<file path="src/rtl/sm_muldiv_pkg.sv">
// Shared encodings for the iterative multiply/divide unit: op codes, FSM states
// and the SPECIAL-function codes the core decoder uses to reach it.
package sm_muldiv_pkg;

  typedef enum logic [1:0] {
    MD_MULTU = 2'b00,
    MD_DIVU  = 2'b01,
    MD_MTHI  = 2'b10,
    MD_MTLO  = 2'b11
  } md_op_e;

  typedef enum logic [1:0] {
    MD_IDLE = 2'b00,
    MD_RUN  = 2'b01,
    MD_DONE = 2'b10
  } md_state_e;

  localparam logic [5:0] F_MULTU = 6'b011001;
  localparam logic [5:0] F_DIVU  = 6'b011011;
  localparam logic [5:0] F_MFHI  = 6'b010000;
  localparam logic [5:0] F_MFLO  = 6'b010010;
  localparam logic [5:0] F_MTHI  = 6'b010001;
  localparam logic [5:0] F_MTLO  = 6'b010011;

  // MULTU and DIVU are the only ops that occupy the iterative datapath.
  function automatic logic is_arith(input logic [1:0] op);
    return (op == MD_MULTU) || (op == MD_DIVU);
  endfunction

endpackage

</file>
<file path="src/rtl/sm_muldiv_step.sv">
// One combinational iteration: shift-add multiply or restoring divide on a
// packed {upper, lower} accumulator. Zero latency, no flow control.
module sm_muldiv_step #(
  parameter int WIDTH = 32
) (
  input  logic               div,
  input  logic [2*WIDTH-1:0] acc,
  input  logic [WIDTH-1:0]   operand,
  output logic [2*WIDTH-1:0] acc_next
);

  logic [WIDTH:0]   sum;
  logic [WIDTH:0]   rem_shift;
  logic [WIDTH-1:0] diff;
  logic             fits;

  always_comb begin
    // Multiply: upper half accumulates the multiplicand, low half holds the
    // remaining multiplier bits; the whole pair shifts right by one.
    sum       = {1'b0, acc[2*WIDTH-1:WIDTH]} + (acc[0] ? {1'b0, operand} : '0);
    // Divide: upper half is the partial remainder, low half the dividend
    // shifting out MSB-first while quotient bits shift in at the bottom.
    rem_shift = acc[2*WIDTH-1:WIDTH-1];
    fits      = rem_shift >= {1'b0, operand};
    diff      = rem_shift[WIDTH-1:0] - operand;
    if (div) begin
      acc_next = {(fits ? diff : rem_shift[WIDTH-1:0]), acc[WIDTH-2:0], fits};
    end else begin
      acc_next = {sum, acc[WIDTH-1:1]};
    end
  end

endmodule

</file>
<file path="src/rtl/sm_muldiv.sv">
// Iterative unsigned MULTU/DIVU with HI/LO registers; result WIDTH cycles after accept.
// Start is accepted only while not busy; requests during busy are dropped, not queued.
module sm_muldiv
  import sm_muldiv_pkg::*;
#(
  parameter int WIDTH = 32
) (
  input  logic             clk,
  input  logic             rst_n,
  input  logic             start,
  input  logic [1:0]       op,
  input  logic [WIDTH-1:0] srcA,
  input  logic [WIDTH-1:0] srcB,
  output logic             busy,
  output logic             done,
  output logic [WIDTH-1:0] hi,
  output logic [WIDTH-1:0] lo
);

  localparam int CNT_W = $clog2(WIDTH + 1);

  md_state_e          state;
  md_state_e          state_next;
  logic [CNT_W-1:0]   cnt;
  logic [2*WIDTH-1:0] acc;
  logic [2*WIDTH-1:0] acc_next;
  logic [WIDTH-1:0]   operand;
  logic               div_mode;
  logic               accept;
  logic               last;

  assign accept = start && (state != MD_RUN);
  assign last   = (state == MD_RUN) && (cnt == CNT_W'(WIDTH - 1));

  sm_muldiv_step #(
    .WIDTH(WIDTH)
  ) u_step (
    .div     (div_mode),
    .acc     (acc),
    .operand (operand),
    .acc_next(acc_next)
  );

  always_ff @(posedge clk) begin
    if (!rst_n) state <= MD_IDLE;
    else        state <= state_next;
  end

  always_comb begin
    state_next = state;
    busy       = 1'b0;
    done       = 1'b0;
    unique case (state)
      MD_IDLE: begin
        if (accept && is_arith(op)) state_next = MD_RUN;
      end
      MD_RUN: begin
        busy = 1'b1;
        if (last) state_next = MD_DONE;
      end
      MD_DONE: begin
        done       = 1'b1;
        state_next = (accept && is_arith(op)) ? MD_RUN : MD_IDLE;
      end
      default: state_next = MD_IDLE;
    endcase
  end

  always_ff @(posedge clk) begin
    if (!rst_n) begin
      cnt      <= '0;
      acc      <= '0;
      operand  <= '0;
      div_mode <= 1'b0;
      hi       <= '0;
      lo       <= '0;
    end else begin
      if (accept && is_arith(op)) begin
        cnt      <= '0;
        div_mode <= (op == MD_DIVU);
        // Multiply keeps the multiplier in the low half; divide keeps the dividend.
        operand  <= (op == MD_DIVU) ? srcB : srcA;
        acc      <= {{WIDTH{1'b0}}, ((op == MD_DIVU) ? srcA : srcB)};
      end else if (state == MD_RUN) begin
        cnt <= cnt + 1'b1;
        acc <= acc_next;
        if (last) begin
          hi <= acc_next[2*WIDTH-1:WIDTH];
          lo <= acc_next[WIDTH-1:0];
        end
      end
      if (accept && (op == MD_MTHI)) hi <= srcA;
      if (accept && (op == MD_MTLO)) lo <= srcA;
    end
  end

endmodule
</file>
<file path="config.mk">
export PLATFORM = sky130hd
export DESIGN_NAME = sm_muldiv
export DESIGN_NICKNAME = d
export VERILOG_FILES = /design/src/rtl/sm_muldiv_pkg.sv /design/src/rtl/sm_muldiv_step.sv /design/src/rtl/sm_muldiv.sv
export SDC_FILE = /design/constraint.sdc
export NUM_CORES = 1
export LEC_CHECK = 0
export ABC_AREA = 1
export BUFFER_PORTS_ARGS = -buffer_cell sky130_fd_sc_hd__clkbuf_2
export CORE_ASPECT_RATIO = 1.1
export CORE_UTILIZATION = 40
export CTS_BUF_LIST = sky130_fd_sc_hd__clkbuf_2
export CTS_CLUSTER_DIAMETER = 80
export CTS_CLUSTER_SIZE = 40
export DETAILED_ROUTE_END_ITERATION = 16
export PLACE_DENSITY = 0.65
export SYNTH_ARGS = -nofsm -noshare
export SYNTH_HDL_FRONTEND = slang
export SYNTH_SLANG_ARGS = --single-unit
</file>
<file path="constraint.sdc">
create_clock -name clk -period 5 [get_ports clk]
set_input_delay 1.5 -clock clk [delete_from_list [all_inputs] [get_ports clk]]
set_output_delay 1.5 -clock clk [all_outputs]
set_load 0.01 [all_outputs]
</file>
-- Yosys cells after proc, flatten, opt, wreduce, memory -nomap -nowiden
Index checks and enable logic that the tools add are counted.
- add/sub/neg operators: 3
- order comparisons: 1
- equality and inequality tests: 11
- multiplexer cells: 21
- bitwise operators: 1
- reduce and logical (&&, ||, !) cells: 17
- operator list (operator ; number):
    32-bit 2-to-1 mux ; 14
    64-bit 2-to-1 mux ; 1
    32-bit by 32-bit adder with 33-bit output ; 1
    33-bit by 32-bit greater-or-equal comparator with 1-bit output ; 1
    32-bit subtractor ; 1
    2-bit nonzero test ; 5
    6-bit by 1-bit adder with 6-bit output (second input constant) ; 1
    2-bit == test (second input constant) ; 3
    6-bit by 5-bit == test with 1-bit output (second input constant) ; 1
    2-bit by 1-bit != test with 1-bit output (second input constant) ; 3
    2-bit case mux with 3 select lines ; 1
    3-bit AND reduction ; 2
    1-bit logical AND ; 5
    2-bit by 1-bit == test with 1-bit output (second input constant) ; 2
    2-bit logical NOT ; 2
    2-bit 2-to-1 mux ; 2
    2-bit != test (second input constant) ; 2
    1-bit 2-to-1 mux ; 3
    2-bit AND reduction ; 1
    2-bit OR reduction ; 1
    1-bit logical OR ; 1
    1-bit NOT ; 1
- flip-flop bits (word level): 169
- bits of input ports: 69
- logic and storage cells: 62

-- Longest topological paths before layout
- word-level depth: 7
- depth in mapped cells: 20

-- By module
Synthesis repeated with hierarchy kept, for this count alone.
- cells, all modules: 2702
- area total of the unflattened synthesis: 14960.6 µm²
- by module, submodules not included (module ; times used ; cells an instance ; area an instance (µm²)):
    sm_muldiv ; 1 ; 1425 ; 8788.4
    sm_muldiv_step ; 1 ; 1277 ; 6172.2

-- Least setup slack after synthesis
No wires, ideal clock.
- path kind: reg-to-output
- start point: register state[0]
- end point: output busy
- arrival: 1138 ps
- setup slack: 2362 ps
- stages on the path, launching flop included: 5
- cell sequence: dfxtp_1 -> inv_2 -> nor2_2 -> clkbuf_1 -> buf_1
- word-level cells in the longest chain between the ends: 2
- RTL lines (element ; line ; source):
    start, declared ; sm_muldiv.sv:22 ; md_state_e state;
    start signal, assigned ; sm_muldiv.sv:46 ; else state <= state_next;
    2-bit by 1-bit == test with 1-bit output ; sm_muldiv.sv:53 ; unique case (state)
    1-bit 2-to-1 mux ; sm_muldiv.sv:53 ;
    end, declared ; sm_muldiv.sv:14 ; output logic busy,
No other way between the ends.

-- Worst setup path after layout
- start point: register acc[33]
- end point: register acc[58]
- word-level cells in the longest chain between the ends: 3
- RTL lines (element ; line ; source):
    start, declared ; sm_muldiv.sv:25 ; logic [2*WIDTH-1:0] acc;
    start signal, assigned ; sm_muldiv.sv:83 ; acc <= {{WIDTH{1'b0}}, ((op == MD_DIVU) ? srcA : srcB)};
    start signal, assigned ; sm_muldiv.sv:86 ; acc <= acc_next;
    32-bit subtractor or 33-bit by 32-bit greater-or-equal comparator with 1-bit output (tied branches) ; sm_muldiv_step.sv:25, sm_muldiv_step.sv:24 ;
    32-bit 2-to-1 mux ; sm_muldiv_step.sv:27 ; acc_next = {(fits ? diff : rem_shift[WIDTH-1:0]), acc[WIDTH-2:0], fits};
    64-bit 2-to-1 mux * ; sm_muldiv_step.sv:26 ; if (div) begin
Mark *: on every way between the ends. The rest lies on a longest branch, timed or not.
A chain may end at the register's enable or synchronous reset.

==> impl_summary.md <==
Placed design
Routability-driven placement finished with a final weighted congestion of 0.939. During placement, the flow inserted port buffers numbering 134. The half-perimeter wire length after detailed placement is 36.8 mm.

Pwr
Across the VDD grid, the largest voltage drop is 0.193 mV. The fraction of power consumed by combinational cells is 37.9%. The cell area power density is 240 nW/um^2.

Of the total power, the clock network draws 19.4%. In this run switching power makes up between 40 and 50% of total power. The net switching power of the design is 1530 uW. Power comes to 3540 uW. The sequential cell fraction of total power is 42.6%.

The analysis attributes to cell leakage a power of ~0.0077 uW. The cell-internal power is roughly 2000 uW.

Status
The run finished with clean final reports.

Critical path
The number of buffers and inverters on the critical path is 1. The critical path is of the flop to flop type. The highest net fanout along the worst path is 33. The signal on the critical path passes through ha_1 -> nand2_1 -> nand3b_1 -> nor2_1 -> nand3b_1 -> nand3_2 -> nor2_4 -> nand2_8 -> nand2_1 -> nand3_1 -> nand3_1 -> o211ai_1 -> inv_1. STA classifies the critical path endpoint as a flop. For the worst setup path, the data required time is 5750 ps. The type of origin of the critical path is a flop. The largest individual stage delay along the critical path comes from the cell sky130_fd_sc_hd__nor2_4.

The data arrival time of the critical path is 4130 ps. In this design, the largest share of critical-path delay is due to simple AND/OR/NAND/NOR gates. The delay of the slowest cell on the worst path is roughly 610 ps.

Timing
Measured against its own limit, the worst slew margin works out to about a quarter. On the final layout, the worst clock skew is 25.0 ps. Timing would allow up to approximately 300 MHz. Adding up every negative setup slack in the final design gives 0 ps. The slew of the pin with the lowest slew margin is 1130 ps.

The max-slew violation count came to 0. Setup violations remaining at the end of the flow were counted as 0. Setup repair after global routing left no endpoint under its margin. The count of final hold-check violations is 0.

The routed design could run at a clock period as short as 3380 ps. Of the available clock period, the critical path in the final layout requires approximately 68%.

Finish
The sequential cell area in the final layout is 3390 um^2. The leading cell type in the layout, fill and taps excluded is sky130_fd_sc_hd__nand2_1. Leaving out fill and tap cells, the most frequent cells in the layout are sky130_fd_sc_hd__nand2_1, sky130_fd_sc_hd__inv_1, sky130_fd_sc_hd__o21ai_0. Relative to the synthesized area, the layout overhead comes to 7.72%.

The share of final-layout standard cells stronger than drive strength 1 is 10.2%. Summing all multi-input logic gate instances after layout gives 8370 um^2. The final layout net count is 2491.

The layout has 3718 filler cells.

Yosys
Synthesis produced a netlist with a net count of 2433. In this run the cell area of the synthesized design comes to 13700 um^2. The part of the Yosys area used for sequential elements is 24.7%. The netlist uses 44 different library cells. The synthesized flop and latch total is roughly 170. In the synthesized netlist, the number of instances is between 2000 and 2500. The average footprint of a synthesized cell is 5.96 um^2.

The count of yosys warnings during synthesis is 0.

GRT
For met3 alone, demand over resource in global routing was 2.58%. The initial antenna violation count is 1. Global routing finished with a remaining overflow of 0.

The met1 track demand over resource is 37.3%. The via count of the first global-routing pass is 13900. The most used routing layer in global routing is met2. Global routing consumed, on the met2 layer, 45.0% of the routing resources. For this run, the total global-route usage over all layers was measured as 27.2%. The first-pass GRT wire length is 74.5 mm. The pin count of the biggest net entering global routing is just over 100.

Drt
Dividing the detail-routed via count by the number of cells gives 5.36. After detailed routing, the number of remaining DRC violations is 0. Once detail routing completed, the nets flagged for antenna violations numbered 0. After detailed routing, the average wire length per cell comes to 17.0 um. Summed over all layers, the routed wires come to 47.5 mm. The length of the first detailed-routing pass in iterations is 6.

The violation count after the first detailed-routing iteration is about 1400. The detailed router placed ~15000 vias in this run.

Clock tree
The number of sinks driven by the clock tree is 169. The largest buffer count on any clock path is 2. TritonCTS built the clock tree. The source-to-sink clock delay at the later pin of the worst-skew pair is 800 ps. After clock tree synthesis, the repair step resized 0 gates. The hold buffer count at cts is 0. The H-tree was split into 4 levels.

The tree is rooted in a sky130_fd_sc_hd__clkbuf_2. Once the clock tree was built, the setup fixing pass inserted 0 buffers. The number of buffers added by the clock tree synthesis step is 17. The clock transition at the registers of the reported paths is 230 ps.

Die
The die extent in x is 178 um. The die is 196 um tall. The die area is 35000 um^2. The floorplan has 70 rows. For this design the top-level I/O count stands at 135. The initial standard-cell utilization of the core is 40.9%. The floorplan step defined a core boundary enclosing 33500 um^2.

Min path
The worst hold path class is flop to flop.

Flow run
The max capacitance violation total is 0.
## flip-flops by register name (all words and copies together) (netlist names)
register,flops
cnt,6
operand,32
acc,64
div_mode,1
state,2
lo,32
hi,32
## path summary, 6_finish.rpt
| path | startpoint | to | slack [ps] | cells past startpoint |
|---|---|---|---|---|
| setup / recovery | acc[33]$_SDFFE_PP0P_ | acc[58]$_SDFFE_PP0P_ | 1620 | 13 |
| hold / removal | hi[12]$_SDFFE_PN0P_ | hi[12]$_SDFFE_PN0P_ | 480 | 2 |
| setup reg to reg | acc[33]$_SDFFE_PP0P_ | acc[58]$_SDFFE_PP0P_ | 1620 | 13 |
| hold reg to reg | hi[12]$_SDFFE_PN0P_ | hi[12]$_SDFFE_PN0P_ | 480 | 2 |
## kinds of logic (layout without fill, tap and decap cells)
group                      count (synthesis)  after routing  synth area share (%)
DFF                                      169            169                  24.7
adders and majority gates                 67             67                  6.23
buffers and inverters                    501            572                  14.3
xor gates and xnor gates                  20             20                  1.28
and+or+nand+nor                         1056           1056                  33.3
AOI/OAI and AO/OA                        484            484                  20.2
other                                      0              1                     0
## per-stage QoR
step | util [%] | hold slack (ps) | instances | setup slack (ps) | instance area, um^2
finish | 44.1 | 479 | 2801 | 1620 | 14700
global route | 44.1 | 515 | 2801 | 1500 | 14700
CTS | 44.1 | 481 | 2800 | 1660 | 14700
detailed placement | 43.5 | 455 | 2768 | 1160 | 14500
global placement | 43.5 | 454 | 2768 | 1220 | 14500
floorplan | - | 456 | 2297 | 2360 | 13700
## layout make-up
cell class                      instances  area share, %
Multi-Input combinational cell       1627           56.7
Tap cell                              432           3.67
Clock buffer                           20          0.679
Clock inverter                         12          0.670
Antenna cell                            1         0.0170
Timing Repair Buffer                  149           5.31
Sequential cell                       169           23.0
Inverter                              391           9.95
## tightest hold or removal path: cells and delay by family, from the launching register on
kind,cells,cell delay (ps)
AO/OA/AOI/OAI,1,50
AND/OR/NAND/NOR,1,60
flip-flops,1,360
## power by group through the flow
stage	clock network, uW	logic (uW)	registers, uW
finish	688	1340	1510
global route	760	1490	1520
CTS	709	1330	1500
detailed placement	0	1320	1530
global placement	0	1320	1530
floorplan	0	981	1500
## Yosys cell counts, drive strengths merged
cell type / n / area [um^2]
nand3: 119 / 731
and3: 1 / 6.26
nor3b: 1 / 7.51
nor2: 108 / 425
nand4: 57 / 357
o21ai: 240 / 1200
a41oi: 23 / 201
and2: 7 / 43.8
or2: 1 / 6.26
a22oi: 29 / 218
a211oi: 1 / 7.51
o21bai: 6 / 45.0
nor3: 9 / 50.1
a21oi: 103 / 553
a21o: 2 / 15.0
o32ai: 1 / 8.76
fa: 2 / 40.0
o211ai: 11 / 82.6
xor2: 19 / 166
nand2: 736 / 2800
clkinv: 1 / 3.75
a31oi: 66 / 413
xnor2: 1 / 8.76
o21a: 2 / 15.0
ha: 65 / 813
inv: 390 / 1460
nand3b: 17 / 131
clkbuf: 77 / 289
buf: 33 / 204
dfxtp: 169 / 3380
## per-layer routing
metal | vias to the layer above | wire length (um)
met4 | 0 | 1130
li1 | 7550 | -
met2 | 518 | 21800
met1 | 6885 | 21900
met3 | 66 | 2770
met5 | - | 0
No activity file was read; power rests on OpenSTA's default activity.
